## src/rtl/note_recorder_pkg.sv

```systemverilog
// Shared constants for the note recorder: event field widths and state encoding.
package note_recorder_pkg;

    localparam int unsigned OCTAVE_BITS = 2;
    localparam int unsigned NOTE_BITS   = 3;
    localparam int unsigned LENGTH_BITS = 3;

    localparam logic [2:0] RECORDER_IDLE       = 3'd0;
    localparam logic [2:0] RECORDER_RECORD     = 3'd1;
    localparam logic [2:0] RECORDER_PLAY_FETCH = 3'd2;
    localparam logic [2:0] RECORDER_PLAY_GAP   = 3'd3;
    localparam logic [2:0] RECORDER_PLAY_ISSUE = 3'd4;
    localparam logic [2:0] RECORDER_PLAY_WAIT  = 3'd5;

    // True for every replay state.
    function automatic logic is_play(input logic [2:0] st);
        return (st == RECORDER_PLAY_FETCH) || (st == RECORDER_PLAY_GAP) ||
               (st == RECORDER_PLAY_ISSUE) || (st == RECORDER_PLAY_WAIT);
    endfunction

endpackage

```

## src/rtl/note_buffer.sv

```systemverilog
// Event store: DEPTH-entry simple dual-port RAM, one write port, registered read.
module note_buffer #(
    parameter int unsigned DEPTH  = 32,
    parameter int unsigned WIDTH  = 8,
    parameter int unsigned ADDR_W = $clog2(DEPTH)
) (
    input  logic              clk,
    input  logic              we,
    input  logic [ADDR_W-1:0] waddr,
    input  logic [WIDTH-1:0]  wdata,
    input  logic              re,
    input  logic [ADDR_W-1:0] raddr,
    output logic [WIDTH-1:0]  rdata
);

    logic [WIDTH-1:0] mem [DEPTH];

    // Write port.
    always_ff @(posedge clk) begin
        if (we) begin
            mem[waddr] <= wdata;
        end
    end

    // Registered read; output holds until the next read enable.
    always_ff @(posedge clk) begin
        if (re) begin
            rdata <= mem[raddr];
        end
    end

endmodule

```

## src/rtl/note_recorder.sv

```systemverilog
// Record-and-replay of free-play note events.
// Optional feature macro NOTE_RECORDER_GAP_EN: stores tick gaps between hits and
// reproduces them on replay (adds the PLAY_GAP state and a gap counter).
module note_recorder
    import note_recorder_pkg::*;
#(
    parameter int unsigned DEPTH    = 32,
    parameter int unsigned OCTAVE_W = OCTAVE_BITS,
    parameter int unsigned NOTE_W   = NOTE_BITS,
    parameter int unsigned LENGTH_W = LENGTH_BITS,
    parameter int unsigned GAP_W    = 12
) (
    input  logic                       clk,
    input  logic                       rst,
    input  logic                       rec_en,
    input  logic                       play_start,
    input  logic                       play_stop,
    input  logic                       tick,
    input  logic                       hit_valid,
    input  logic [OCTAVE_W-1:0]        hit_octave,
    input  logic [NOTE_W-1:0]          hit_note,
    input  logic [LENGTH_W-1:0]        hit_length,
    output logic                       snd_start,
    output logic [OCTAVE_W-1:0]        snd_octave,
    output logic [NOTE_W-1:0]          snd_note,
    output logic [LENGTH_W-1:0]        snd_length,
    input  logic                       snd_over,
    output logic                       playing,
    output logic                       recording,
    output logic [$clog2(DEPTH):0]     count,
    output logic                       full
);

    localparam int unsigned AW      = $clog2(DEPTH);
    localparam int unsigned CW      = AW + 1;
    localparam int unsigned FIELD_W = OCTAVE_W + NOTE_W + LENGTH_W;
`ifdef NOTE_RECORDER_GAP_EN
    localparam int unsigned WORD_W  = FIELD_W + GAP_W;
`else
    localparam int unsigned WORD_W  = FIELD_W;
    localparam int unsigned unused_gap_w = GAP_W;
    logic unused_tick;
    assign unused_tick = tick;
`endif

    logic [2:0]          state, state_next;
    logic [AW-1:0]       wr_ptr, rd_ptr;
    logic                wait_first;
    logic [OCTAVE_W-1:0] oct_hold;
    logic [NOTE_W-1:0]   note_hold;
    logic [LENGTH_W-1:0] len_hold;

    logic                we, re, last;
    logic [WORD_W-1:0]   wdata, rdata;
    logic [FIELD_W-1:0]  rd_fields;
    logic [OCTAVE_W-1:0] rd_oct;
    logic [NOTE_W-1:0]   rd_note;
    logic [LENGTH_W-1:0] rd_len;

`ifdef NOTE_RECORDER_GAP_EN
    logic [GAP_W-1:0]    gap_cnt;
    logic [GAP_W-1:0]    rd_gap;
    assign rd_gap = rdata[GAP_W-1:0];
    // The first entry of a take has no predecessor, so its gap is zero.
    assign wdata  = {hit_octave, hit_note, hit_length,
                     (wr_ptr == '0) ? {GAP_W{1'b0}} : gap_cnt};
`else
    assign wdata  = {hit_octave, hit_note, hit_length};
`endif

    assign full      = (count == CW'(DEPTH));
    assign we        = (state == RECORDER_RECORD) && hit_valid && !full;
    assign re        = (state == RECORDER_PLAY_FETCH);
    assign last      = ({1'b0, rd_ptr} == (count - CW'(1)));
    assign rd_fields = rdata[WORD_W-1 -: FIELD_W];
    assign rd_oct    = rd_fields[FIELD_W-1 -: OCTAVE_W];
    assign rd_note   = rd_fields[LENGTH_W +: NOTE_W];
    assign rd_len    = rd_fields[LENGTH_W-1:0];

    note_buffer #(
        .DEPTH  (DEPTH),
        .WIDTH  (WORD_W),
        .ADDR_W (AW)
    ) u_buffer (
        .clk   (clk),
        .we    (we),
        .waddr (wr_ptr),
        .wdata (wdata),
        .re    (re),
        .raddr (rd_ptr),
        .rdata (rdata)
    );

    // Next-state decode; play_stop overrides everything while replaying.
    always_comb begin
        state_next = state;
        case (state)
            RECORDER_IDLE: begin
                if (rec_en) begin
                    state_next = RECORDER_RECORD;
                end else if (play_start && (count != '0)) begin
                    state_next = RECORDER_PLAY_FETCH;
                end
            end
            RECORDER_RECORD: begin
                if (!rec_en) begin
                    state_next = RECORDER_IDLE;
                end
            end
            RECORDER_PLAY_FETCH: begin
`ifdef NOTE_RECORDER_GAP_EN
                state_next = RECORDER_PLAY_GAP;
`else
                state_next = RECORDER_PLAY_ISSUE;
`endif
            end
`ifdef NOTE_RECORDER_GAP_EN
            RECORDER_PLAY_GAP: begin
                if (gap_cnt >= rd_gap) begin
                    state_next = RECORDER_PLAY_ISSUE;
                end
            end
`endif
            RECORDER_PLAY_ISSUE: state_next = RECORDER_PLAY_WAIT;
            RECORDER_PLAY_WAIT: begin
                // snd_over may still be high from the previous note in the first cycle.
                if (snd_over && !wait_first) begin
                    state_next = last ? RECORDER_IDLE : RECORDER_PLAY_FETCH;
                end
            end
            default: state_next = RECORDER_IDLE;
        endcase
        if (is_play(state) && play_stop) begin
            state_next = RECORDER_IDLE;
        end
    end

    // State, pointers, counters and held note fields.
    always_ff @(posedge clk) begin
        if (rst) begin
            state      <= RECORDER_IDLE;
            playing    <= 1'b0;
            recording  <= 1'b0;
            count      <= '0;
            wr_ptr     <= '0;
            rd_ptr     <= '0;
            wait_first <= 1'b0;
            oct_hold   <= '0;
            note_hold  <= '0;
            len_hold   <= '0;
        end else begin
            state      <= state_next;
            playing    <= is_play(state_next);
            recording  <= (state_next == RECORDER_RECORD);
            wait_first <= (state == RECORDER_PLAY_ISSUE);
            if ((state == RECORDER_IDLE) && rec_en) begin
                count  <= '0;
                wr_ptr <= '0;
            end else if (we) begin
                count  <= count + CW'(1);
                wr_ptr <= wr_ptr + AW'(1);
            end
            if ((state == RECORDER_IDLE) && (state_next == RECORDER_PLAY_FETCH)) begin
                rd_ptr <= '0;
            end else if ((state == RECORDER_PLAY_WAIT) &&
                         (state_next == RECORDER_PLAY_FETCH)) begin
                rd_ptr <= rd_ptr + AW'(1);
            end
            if (state == RECORDER_PLAY_ISSUE) begin
                oct_hold  <= rd_oct;
                note_hold <= rd_note;
                len_hold  <= rd_len;
            end
        end
    end

`ifdef NOTE_RECORDER_GAP_EN
    // One counter serves both roles: ticks since last hit while recording,
    // ticks waited so far while in PLAY_GAP.
    always_ff @(posedge clk) begin
        if (rst) begin
            gap_cnt <= '0;
        end else if ((state == RECORDER_IDLE) && rec_en) begin
            gap_cnt <= '0;
        end else if (state == RECORDER_RECORD) begin
            if (hit_valid) begin
                gap_cnt <= '0;
            end else if (tick && (gap_cnt != '1)) begin
                gap_cnt <= gap_cnt + GAP_W'(1);
            end
        end else if (state == RECORDER_PLAY_FETCH) begin
            gap_cnt <= '0;
        end else if ((state == RECORDER_PLAY_GAP) && tick && (gap_cnt != '1)) begin
            gap_cnt <= gap_cnt + GAP_W'(1);
        end
    end
`endif

    // Fields come straight from the RAM in the issue cycle, then from the hold registers.
    always_comb begin
        snd_start  = (state == RECORDER_PLAY_ISSUE);
        snd_octave = snd_start ? rd_oct  : oct_hold;
        snd_note   = snd_start ? rd_note : note_hold;
        snd_length = snd_start ? rd_len  : len_hold;
    end

endmodule

```

## config.mk

```make
export PLATFORM = sky130hd
export DESIGN_NAME = note_recorder
export DESIGN_NICKNAME = d
export VERILOG_FILES = /design/src/rtl/note_recorder_pkg.sv /design/src/rtl/note_buffer.sv /design/src/rtl/note_recorder.sv
export SDC_FILE = /design/constraint.sdc
export NUM_CORES = 1
export LEC_CHECK = 0
export ABC_AREA = 1
export ABC_CLOCK_PERIOD_IN_PS = 3300
export CAP_MARGIN = 20
export CORE_MARGIN = 2
export CORE_UTILIZATION = 40
export CTS_CLUSTER_DIAMETER = 30
export DETAILED_ROUTE_END_ITERATION = 16
export GPL_TIMING_DRIVEN = 0
export PLACE_DENSITY_LB_ADDON = 0.1
export RECOVER_POWER = 50
export SYNTH_ARGS = -nofsm -noshare
export SYNTH_HDL_FRONTEND = slang
export SYNTH_SLANG_ARGS = --single-unit
```

## constraint.sdc

```tcl
create_clock -name clk -period 3.3 [get_ports clk]
set_clock_uncertainty 0.1 [all_clocks]
set_input_delay 0.66 -clock clk [delete_from_list [all_inputs] [get_ports clk]]
set_output_delay 0.66 -clock clk [all_outputs]
set_load 0.05 [all_outputs]
```

Word level (Yosys, flattened, before mapping) --
Memory sizes are Yosys's and may differ from the RTL's. A register that Yosys moved wholly into a read port is not among the register bits. Index checks and enable logic that the tools add are counted.
Operators by class: add/sub/neg operators 4, equality and inequality tests 12, multiplexer cells 12, reductions and logical operators 20
Operators by type and width (count):
- 3-bit 2-to-1 mux | 7
- 3-bit case mux with 5 select lines | 1
- 3-bit by 2-bit equality test with 1-bit output (second input constant) | 4
- 3-bit equality test (second input constant) | 4
- 5-bit by 1-bit adder with 5-bit output (second input constant) | 2
- 1-bit logical AND | 8
- 6-bit by 1-bit adder with 6-bit output (second input constant) | 1
- 3-bit by 1-bit equality test with 1-bit output (second input constant) | 2
- 5-bit by 6-bit equality test with 1-bit output | 1
- 6-bit equality test (second input constant) | 1
- 1-bit logical OR | 6
- 6-bit nonzero test | 1
- 6-bit by 1-bit subtractor with 6-bit output (second input constant) | 1
- 2-bit 2-to-1 mux | 2
- 2-bit OR reduction | 2
- 3-bit zero test | 1
- 1-bit zero test | 2
- 1-bit 2-to-1 mux | 2
Word-level totals: register bits after elaboration 30, RAM bits 256, input bits 16, memories 1
Memories:
- u_buffer.mem | words 32, bits a word 8, rd ports 1, clocked after Yosys merged registers in 1, write ports 1, line note_buffer.sv:16 | logic [WIDTH-1:0] mem [DEPTH];

Longest topological paths before layout --
depth after elaboration 10, depth in mapped cells 14, gate-level depth less buffers 13

Cells and area by module --
A second synthesis with hierarchy kept.
Unflattened totals: cells, all modules 1140, area, all modules 12465.7 µm²
By module, submodules not included:
- note_buffer | instances 1, cells an instance 922, area each 10866.7 µm², seq. area each 7927.6 µm²
- note_recorder | instances 1, cells an instance 218, area each 1599.0 µm², seq. area each 600.6 µm²

Least setup slack after synthesis --
Ideal clock, no wire load.
path type register to register, start register count[0], end memory u_buffer.mem[7][0], enable pin, setup time 0.395 ns, data arrival time 2.466 ns, setup slack 0.339 ns, stages on the path, launching flop included 11, buffers on the path 1, cells stage by stage dfxtp_1 -> inv_2 -> ha_1 -> inv_1 -> nor2_1 -> nand3_1 -> nand2_1 -> buf_2 -> nor2_2 -> inv_2 -> nor4_1
Between the ends: cells in the longest elaborated chain, start to end 5
RTL lines:
- start: declaration | line note_recorder.sv:30 | output logic [$clog2(DEPTH):0] count,
- start signal: assignment | line note_recorder.sv:160 | count <= count + CW'(1);
- 6-bit equality test | line note_recorder.sv:71 | assign full = (count == CW'(DEPTH));
- 1-bit zero test | line note_recorder.sv:72 | assign we = (state == RECORDER_RECORD) && hit_valid && !full;
- 1-bit logical AND | line note_recorder.sv:72
- 1-bit 2-to-1 mux | line note_buffer.sv:20 | if (we) begin
- 1-bit 2-to-1 mux (not written as such) | line note_buffer.sv:21 | mem[waddr] <= wdata;
- end: declaration | line note_buffer.sv:16
Every way passes these cells.

Final worst setup path --
start register state[2], end output snd_length[1]
Between the ends: cells in the longest elaborated chain, start to end 2
RTL lines:
- start: declaration | line note_recorder.sv:46 | logic [2:0] state, state_next;
- start signal: assignment | line note_recorder.sv:152 | state <= state_next;
- 3-bit equality test | line note_recorder.sv:201 | snd_start = (state == RECORDER_PLAY_ISSUE);
- 3-bit 2-to-1 mux
- end: declaration | line note_recorder.sv:26 | output logic [LENGTH_W-1:0] snd_length,
Every way passes these cells.

==> results.md <==
* Status: finished, violations left
* Failing checks: capacitance limit, slew limit
* Worst Slack Setup Final at approximately 240 ps
* Mapped Nets at between 1000 and 1500
* Maximum clock rate at about 0.33 GHz
* Post-DR wirelength/cell at 22.1 um
* Final period utilization at 92.8%
* Crit Path Max Fanout at 10
* CTS tree: built
* WS Path Type: reg2out
* Ports at 34
* DR DRC count at 0
* H-tree depth at 2
* Cts repair resizes at 9
* Die area at ~0.031 mm2
* I/O Buffers at 32
* Num CTS Buffers at 60
* First-pass GRT wire length at 50.4 mm
* Seq/Total Area, Yosys at between 70% and 80%
* ANT cells at 0
* Final Hold Viols at 0
* Worst hold slack at 425 ps
* Die width at 176 um
* Die H at 176 um
* Power per cell area at 684 mW/mm2
* Top cell by count, worst path: inv_1
* Grt total ovfl at 0
* Final setup vio count at 0
* TritonCTS Sinks at 294
* Slowest-stage cell, CP: dlygate4sd2_1
* Number of synthesized register bits at 294
* Synth warn at 0
* Largest net degree at the start of global routing at 33
* CP Capture Type: output port
* Placed Area at 0.0128 mm2
* Syn Area/Cell at 12.1 um2
* Final wirelength at 33.6 mm
* Layout Cells excl Fill at 1525
* Netlist Area Pre-Place at 0.0119 mm2
* Setup_tns at 0 ps
* Site Rows at 63
* Worst-Margin Slew at 1960 ps
* Pre-antenna DRT Iters at 5
* Layout cells sized above 1 at around an eighth
* Synth Instances at 986
* GRT Total Usage at 22.0%
* Fillcell total at 2592
* Post-CTS Setup Bufs at 0
* Number of global-route vias before repair at 8178
* Max incr delay on CP at 420 ps
* Clk_lat worst skew at 570 ps
* Initial DRC count at 698
* Worst setup SP type: flop
* Commonest non-fill, non-tap cells in the layout: 264 x edfxtp_1, 188 x nor2_1, 124 x o21ai_0
* Final Max Slew Viols at between 60 and 70
* Crit-path cells: inv_1 > nor2_1 > inv_1 > nor2_4 > inv_1 > o21ai_0 > inv_1 > dlygate4sd2_1
* Via count at 8231
* WP data arrival at 2300 ps
* VDD IR max at between 300 and 400 uV
* Unrepaired setup endpoints after global routing: false
* HPWL after detailed placement at 22.0 mm
* Commonest non-fill, non-tap cell in the layout: edfxtp_1
* Core area at 0.0295 mm2
* Max-cap violation count at 2
* Netlist cell types at 34
* CTS hold repair buffers at 0
* Cell area after layout at 0.0147 mm2
* Placer Congestion at 0.862
* CTS max path bufs at 3
* Reg clk slew, reported paths at approximately 40 ps
* Final period demand of the worst path at 3060 ps
* Leak at between 5 and 6 nW
* Routed Antenna Nets at 0
* Worst Hold Class: reg2reg
* Starting Density at 40.3%
* Layout Nets at 1112
* Root Driver: clkbuf_16
* Slew HR at -30.5%
* Dpl cells at 1415
* Area delta synth->final at 23.9%
* Setup slack, reg-to-reg at ~420 ps
* Setup WS pre-CTS at 52.4 ps
* Req. time, crit path at 2540 ps
* Vias per cell at 5.40
* Initial antenna violation count at 0
critical path: cells and delay by family, from the launching register on:
| family | cells | cell delay [ps] |
|---|---|---|
| AO/OA/AOI/OAI | 1 | 240 |
| buffers and inverters | 5 | 830 |
| flip-flops | 1 | 360 |
| AND/OR/NAND/NOR | 2 | 300 |
synthesized netlist by cell type, drive strengths merged:
| master | instances | share of area, % |
|---|---|---|
| a21oi | 15 | 0.63 |
| a22oi | 1 | 0.063 |
| buf | 20 | 1.1 |
| clkbuf | 31 | 0.98 |
| clkinv | 1 | 0.032 |
| dfxtp | 30 | 5.1 |
| edfxtp | 264 | 67 |
| ha | 8 | 0.84 |
| inv | 51 | 1.6 |
| nand2 | 74 | 2.4 |
| nand3 | 40 | 1.7 |
| nand4 | 16 | 0.84 |
| nor2 | 190 | 6.0 |
| nor3 | 6 | 0.25 |
| nor3b | 1 | 0.11 |
| nor4 | 1 | 0.053 |
| o211ai | 4 | 0.25 |
| o21a | 1 | 0.063 |
| o21ai | 153 | 6.4 |
| o221ai | 28 | 2.1 |
| o22ai | 36 | 1.9 |
| o31ai | 1 | 0.063 |
| or2 | 8 | 0.42 |
| xnor2 | 2 | 0.15 |
| xor2 | 4 | 0.29 |
path summary, 6_finish.rpt:
check             from             endpoint  cells past startpoint
max           state[2]        snd_length[1]                      8
min          rd_ptr[3]            rd_ptr[3]                      2
max reg2reg   count[0]  u_buffer.mem[28][3]                      9
min reg2reg  rd_ptr[3]            rd_ptr[3]                      2
per-layer routing:
layer | share of wire, % | global-route usage, %
met5 | 0 | 0
met3 | 6.4 | 3.94
met4 | 2.9 | 7.75
met1 | 44 | 30.2
met2 | 47 | 35.3
sequential cells by signal, summed over array words and instances, names as in the netlist:
register,count
wait_first,1
recording,1
u_buffer.mem,256
playing,1
oct_hold,2
wr_ptr,5
u_buffer.rdata,8
count,6
len_hold,3
rd_ptr,5
state,3
note_hold,3
final cells by class:
| cell class | instances | area [um2] | area share, % |
|---|---|---|---|
| multi-input cells | 589 | 2940 | 20.0 |
| repair buffers | 40 | 335 | 2.28 |
| flip-flops and latches | 294 | 8530 | 57.9 |
| clock buffers | 67 | 1570 | 10.7 |
| well taps | 390 | 488 | 3.31 |
| plain buffers | 51 | 243 | 1.65 |
| clock inverters | 42 | 424 | 2.88 |
| inverters | 52 | 195 | 1.33 |
stage by stage:
step	total power, mW	util [%]
floorplan	4.20	-
CTS	10.1	50.2
detailed placement	4.32	43.5
global route	10.3	50.0
global placement	4.31	43.1
finish	10.1	50.0
kinds of logic (layout without fill, tap and decap cells):
group           count (synthesis)  after routing  share of synthesized area (%)
compound gates                239            239                           11.5
xor+xnor                        6              6                          0.442
fa+ha+maj                       8              8                          0.842
buf+inv                       103            252                           3.68
flops                         294            294                           71.7
simple gates                  336            336                           11.8
power breakdown:
group	internal [mW]	switching, mW	total (mW)
logic	0.0368	0.121	0.158
clock network	3.93	1.91	5.84
registers	4.07	0.00513	4.08
total	8.04	2.04	10.1
(Power assumes the default switching activity.)
